`src/rtl/fetch_unit.sv`:
```
`default_nettype none
// ============================================================================
// fetch_unit : RV32I fetch stage - PC generation, inst_mem handshake, 2-entry
//              instruction buffer with valid/ready decode interface.
// Revision   : 1.0
// ============================================================================
module fetch_unit #(
  parameter int                  PC_WIDTH = 10,
  parameter logic [PC_WIDTH-1:0] RESET_PC = '0,
  parameter logic [31:0]         NOP_INST = 32'h00000013
) (
  input  logic                clk,
  input  logic                rst,
  output logic                imem_req,
  output logic [PC_WIDTH-1:0] imem_addr,
  input  logic                imem_gnt,
  input  logic                imem_rvalid,
  input  logic [31:0]         imem_rdata,
  input  logic                redirect_en,
  input  logic [PC_WIDTH-1:0] redirect_pc,
  input  logic                id_ready,
  output logic                id_valid,
  output logic [PC_WIDTH-1:0] id_pc,
  output logic [31:0]         id_inst
);

  typedef enum logic [1:0] {
    ST_FETCH = 2'd0,
    ST_WAIT  = 2'd1,
    ST_DRAIN = 2'd2
  } state_t;

  state_t              r_state;
  logic [PC_WIDTH-1:0] r_fetch_pc;
  logic [PC_WIDTH-1:0] r_req_pc;
  logic [PC_WIDTH-1:0] r_pc   [2];
  logic [31:0]         r_inst [2];
  logic [1:0]          r_count;

  logic w_grant;
  logic w_push;
  logic w_pop;
  logic w_unused;

  // Word alignment is forced, so the low redirect bits carry no information.
  assign w_unused  = &{1'b0, redirect_pc[1:0]};

  assign imem_req  = !rst && (r_state == ST_FETCH) && (r_count != 2'd2);
  assign imem_addr = r_fetch_pc;
  assign w_grant   = imem_req && imem_gnt;
  assign w_push    = (r_state == ST_WAIT) && imem_rvalid && !redirect_en;
  assign w_pop     = id_valid && id_ready && !redirect_en;

  assign id_valid  = (r_count != 2'd0);
  assign id_pc     = id_valid ? r_pc[0]   : '0;
  assign id_inst   = id_valid ? r_inst[0] : NOP_INST;

  always_ff @(posedge clk) begin
    if (rst) begin
      r_state    <= ST_FETCH;
      r_fetch_pc <= RESET_PC;
      r_req_pc   <= RESET_PC;
      r_count    <= 2'd0;
      r_pc[0]    <= '0;
      r_pc[1]    <= '0;
      r_inst[0]  <= NOP_INST;
      r_inst[1]  <= NOP_INST;
    end else if (redirect_en) begin
      r_fetch_pc <= {redirect_pc[PC_WIDTH-1:2], 2'b00};
      r_count    <= 2'd0;
      // A request still in flight after this edge must be drained first.
      case (r_state)
        ST_FETCH: r_state <= w_grant ? ST_DRAIN : ST_FETCH;
        default:  r_state <= imem_rvalid ? ST_FETCH : ST_DRAIN;
      endcase
    end else begin
      case (r_state)
        ST_FETCH: begin
          if (w_grant) begin
            r_req_pc   <= r_fetch_pc;
            r_fetch_pc <= r_fetch_pc + PC_WIDTH'(4);
            r_state    <= ST_WAIT;
          end
        end
        ST_WAIT:  if (imem_rvalid) r_state <= ST_FETCH;
        ST_DRAIN: if (imem_rvalid) r_state <= ST_FETCH;
        default:  r_state <= ST_FETCH;
      endcase

      if (w_pop) begin
        r_pc[0]   <= r_pc[1];
        r_inst[0] <= r_inst[1];
      end
      // The new word lands in the first slot left free after any pop.
      if (w_push) begin
        if (r_count == 2'd0 || (r_count == 2'd1 && w_pop)) begin
          r_pc[0]   <= r_req_pc;
          r_inst[0] <= imem_rdata;
        end else begin
          r_pc[1]   <= r_req_pc;
          r_inst[1] <= imem_rdata;
        end
      end
      r_count <= r_count + {1'b0, w_push} - {1'b0, w_pop};
    end
  end

  a_no_overflow : assert property (@(posedge clk) disable iff (rst)
                                   !(w_push && r_count == 2'd2));

endmodule
`default_nettype wire

```
`config.mk`:
```
export PLATFORM = sky130hd
export DESIGN_NAME = fetch_unit
export DESIGN_NICKNAME = d
export VERILOG_FILES = /design/src/rtl/fetch_unit.sv
export SDC_FILE = /design/constraint.sdc
export NUM_CORES = 1
export LEC_CHECK = 0
export ABC_AREA = 1
export ABC_CLOCK_PERIOD_IN_PS = 4800
export BUFFER_PORTS_ARGS = -buffer_cell sky130_fd_sc_hd__buf_2
export CAP_MARGIN = 20
export CORE_UTILIZATION = 54
export CTS_BUF_LIST = sky130_fd_sc_hd__clkbuf_2 sky130_fd_sc_hd__clkbuf_4 sky130_fd_sc_hd__clkbuf_8
export DETAILED_ROUTE_END_ITERATION = 16
export PLACE_DENSITY = 0.79
export SKIP_LAST_GASP = 1
export SLEW_MARGIN = 20
export SYNTH_ARGS = -nofsm -noshare
export SYNTH_HDL_FRONTEND = slang
export SYNTH_SLANG_ARGS = --single-unit
```
`constraint.sdc`:
```
create_clock -name clk -period 4.8 [get_ports clk]
set_input_delay 0.24 -clock clk [delete_from_list [all_inputs] [get_ports clk]]
set_output_delay 0.24 -clock clk [all_outputs]
set_load 0.005 [all_outputs]
```
Word-level counts from Yosys, hierarchy flattened
Memory sizes are Yosys's and may differ from the RTL's.
Cells that the tools add are included.
Storage, ports and cells
  memories kept: 2
  input port bits: 48
  logic and storage cells: 79
  register bits after elaboration: 24
  bits in writable memories: 84
  output and inout port bits: 54
Memory list
  r_inst: words 2, bits a word 32, rd ports 2, clocked after Yosys merged registers in 0, write ports 2, line 37  | logic [31:0] r_inst [2];
  r_pc: words 2, bits a word 10, rd ports 2, clocked after Yosys merged registers in 0, write ports 2, line 36  | logic [PC_WIDTH-1:0] r_pc [2];
Cells by class
  mux-type cells: 34
  bitwise gates (word level): 7
  add/sub/neg operators: 3
  reduce and logical (&&, ||, !) cells: 22
  equality and inequality tests: 6
Operators with widths (count)
  2-to-1 mux 32 bit: 4
  2-to-1 mux 10 bit: 7
  2-to-1 mux 1 bit: 16
  2-to-1 mux 2 bit: 6
  adder 10 x 3 -> 10 bit, second input constant: 1
  logical AND 1 bit: 8
  OR 1 bit: 6
  AND reduction 2 bit: 3
  nonzero test 2 bit: 3
  == test 2 x 1 -> 1 bit, second input constant: 2
  logical NOT 2 bit: 2
  case mux 2 bit (2 select lines): 1
  OR reduction 2 bit: 2
  inequality test 3 x 1 -> 1 bit, second input constant: 1
  inequality test 3 bit, second input constant: 1
  AND reduction 3 bit: 1
  adder 2 x 1 -> 2 bit: 1
  == test 2 bit, second input constant: 1
  logical NOT 1 bit: 2
  inequality test 2 bit, second input constant: 1
  subtractor 2 x 1 -> 2 bit: 1
  logical OR 1 bit: 1
  inverter 1 bit: 1

Longest topological paths before layout
  depth after elaboration: 11
  depth in mapped cells: 10
  gate-level depth less buffers: 9

Least setup slack after synthesis
No wires, ideal clock.
  kind: register -> register
  start: register r_count[1]
  end: memory r_inst[1][0], in the netlist r_inst[0][32], enable pin
  library setup time: 0.493 ns
  clock period less this slack: 3.969 ns
  path buffers: 0
  path slack: 0.831 ns
  required time: 4.307 ns
  cell stages (with the launch flop): 5
  arrival time: 3.476 ns
  cells stage by stage: dfxtp_1 -> nor2_4 -> inv_2 -> o21ai_2 -> o21ai_0
RTL lines
  start, declared: line 38  | logic [1:0] r_count;
  start signal, assigned: line 104  | r_count <= r_count + {1'b0, w_push} - {1'b0, w_pop};
  end, declared: line 37

==> out/metrics.csv <==
metric;value;unit
status;finished, final reports clean;
Post-Route Skew;0.01906;ns
final setup vio count;0;
combinational share of power;6.9;%
worst reg2reg setup slack;1.85;ns
Multi-input gate area;0.001550;mm2
maximum VDD drop;0.1684;mV
core area;0.008763;mm2
Synthesis Warnings;0;
mapped cell area;0.004901;mm2
Post-CTS Resized;0;
clk buf depth;2;
Total Wirelength;9237;um
HPWL after DPL;6042;um
Worst setup startpoint;r_state[1];
top cells by area, synth;edfxtp_1, nand2_1, dfxtp_1, inv_1, nor2_1;
Rel. slew slack;30.87;%
Reg power frac;58.6;%
Synth Flop Type;edfxtp_1;
HP Class;in2reg;
max-slew violations;0;
Die Span Y;97.27;um
met2 routed WL;4676;um
met1 wire length;3872;um
setup bufs post-CTS;0;
# DRC;0;
layout net count;680;
Worst Setup EP;r_inst[0][3];
Seq/Total Area, Yosys;57.19;%
global-route wire length before repair;15690;um
max layer used;met4;
Die Footprint;0.009460;mm2
Avg Cell Area, Syn;9.042;um2
RSZ-0062 raised after global routing;no;
IO Pins;102;
routability cong.;0.7641;
vias post-DR;3631;
min Tclk post-route;2.951;ns
fraction of layout cells with a size suffix above 1;25.47;%
Post-synth EDFFs;80;
Switching Share;22.47;%
Async SR Flop Fraction;0;%
IO buf count;95;
antenna cells;0;
total negative slack;0;ns
RR Endpoint;r_inst[0][3];
Avg WL per Cell;12.48;um
Syn-to-layout area delta;14.40;%
CTS Sinks;100;
fin crit share;61.47;%
utilization after layout;63.98;%
Post-synth top cells;nand2_1, inv_1, nor2_1;
worst endpoint required time;4.91;ns
largest net degree at the start of global routing;49;
vias in the first global route;3504;
Worst Path Max Fanout;45;
FILL cells;730;
switching power;0.0003761;W
maxcap violations;0;
Leak Pwr;2.490;nW
Internal Power;0.001298;W
global route overflow;0;
Worst Setup Start Kind;register;
H-tree depth;3;
top-count cell post-synth;nand2_1;
Worst-path clk slew;0.09;ns
Highest Clock Rate;338.9;MHz
Overall Global Routing Usage;20.69;%
critical path class;reg2reg;
Hold-fix buffers, CTS;0;
top-area cell type share of the netlist area;49.02;%
pwr/cell area;298.5;mW/mm2
cell taking the most area after synthesis;edfxtp_1;
Met3 Routed Length;526;um
Initial Util;55.93;%
Gate Count Post-Synth;542;
Clk Latency, worst-skew pair;0.36;ns
CTS tree;done;
Die Width;97.27;um
Via density;4.907;
CP endpoint kind;register;
Clock power frac;34.6;%
synth unique cells;30;
Antenna Nets Post-Route;0;
register area;0.002803;mm2
TritonCTS Buffers;9;
Core Rows;34;
TritonRoute pass-1 iters;4;
First DRT Iteration DRCs;181;
final hold vios;0;
reg2reg path depth;7;
CP arrival;3.06;ns
initial antenna violation count;0;
RR Startpoint;r_state[1];
Worst-Margin Slew;1.037;ns
Root Buffer;clkbuf_8;
Synth Register Bits;100;
==> per-layer routing <==
layer	track usage, %	vias up
li1	-	1850
met1	24.67	1649
met2	37.32	117
met3	3.741	15
met4	7.579	0
met5	0	-
==> stage by stage <==
stage                     cell area (um2)  cells  setup slack (ns)  hold slack (ns)  power, W
after global placement               5366    723             1.669           0.4505  0.001107
after global routing                 5607    740             1.616           0.1407  0.001738
final                                5607    740             1.849           0.1549  0.001674
after CTS                            5579    739             1.577           0.1453  0.001679
after floorplan                      4912    545            0.8314           0.3185  0.001069
after detailed placement             5366    723             1.544           0.4595  0.001113
==> worst min-delay path by stage <==
stage,from,depth (start not counted),to
CTS,imem_rdata[0],3,r_inst[0][32]
floorplan,rst,1,r_req_pc[2]
finish,imem_rdata[0],3,r_inst[0][32]
global placement,r_state[1],2,r_state[1]
detailed placement,r_state[1],2,r_state[1]
global route,imem_rdata[4],3,r_inst[0][36]
==> sequential cells by signal, indices dropped and copies added (netlist names) <==
register   flops
r_state        2
imem_addr      8
r_req_pc       8
r_pc          16
r_count        2
r_inst        64
==> cell families (layout without fill, tap and decap cells) <==
group	after synthesis	after routing	share of synthesized area (%)
AND/OR/NAND/NOR	230	230	18.92
buffers and inverters	129	216	11.74
flip-flops	100	100	57.19
AO/OA/AOI/OAI	73	73	10.08
adder cells (fa/ha/maj)	5	5	1.276
XOR/XNOR	4	4	0.7150
other	1	4	0.07652
==> layout make-up <==
class                      instances  area share, %
clock inverter                     7          1.584
timing repair buffer              99          9.373
inverter                         101          6.784
tap                              108          2.410
multi-input combinational        316          27.65
clock buffer                       9          2.209
sequential                       100          49.99
==> cells in the final DEF (no fill, tap or decap), types with 2 or more instances in the layout <==
master,n
nor2_4,2
nand2_2,2
dfxtp_1,20
buf_4,3
inv_1,96
clkinv_1,2
a31oi_1,2
nand2_1,116
o211ai_1,3
a21oi_2,30
ha_1,5
xor2_1,2
o21ai_0,11
inv_2,4
xnor2_1,2
clkbuf_8,9
a21oi_1,23
nor2_1,89
edfxtp_1,80
or2_2,4
clkinv_2,2
nand3_1,13
buf_2,95
bufinv_16,2
conb_1,4
nand3_2,2
==> power by group through the flow <==
stage          Clock (W)  Sequential, W  Combinational [W]
2_1_floorplan          0       0.000999          0.0000705
3_3_place_gp           0       0.000999           0.000108
3_5_place_dp           0        0.00100           0.000112
4_1_cts         0.000585       0.000981           0.000113
5_1_grt         0.000622       0.000984           0.000131
6_report        0.000578       0.000980           0.000115
==> critical path: stages, from the launching register on <==
cell and delay [ns]:
dfxtp_1 0.34, inv_1 0.06, ha_1 0.18, nand3_1 0.18
nor2_1 0.09, nand2_2 0.66, nand3_2 0.77, buf_16 0.41
No activity file was read; power rests on OpenSTA's default activity.
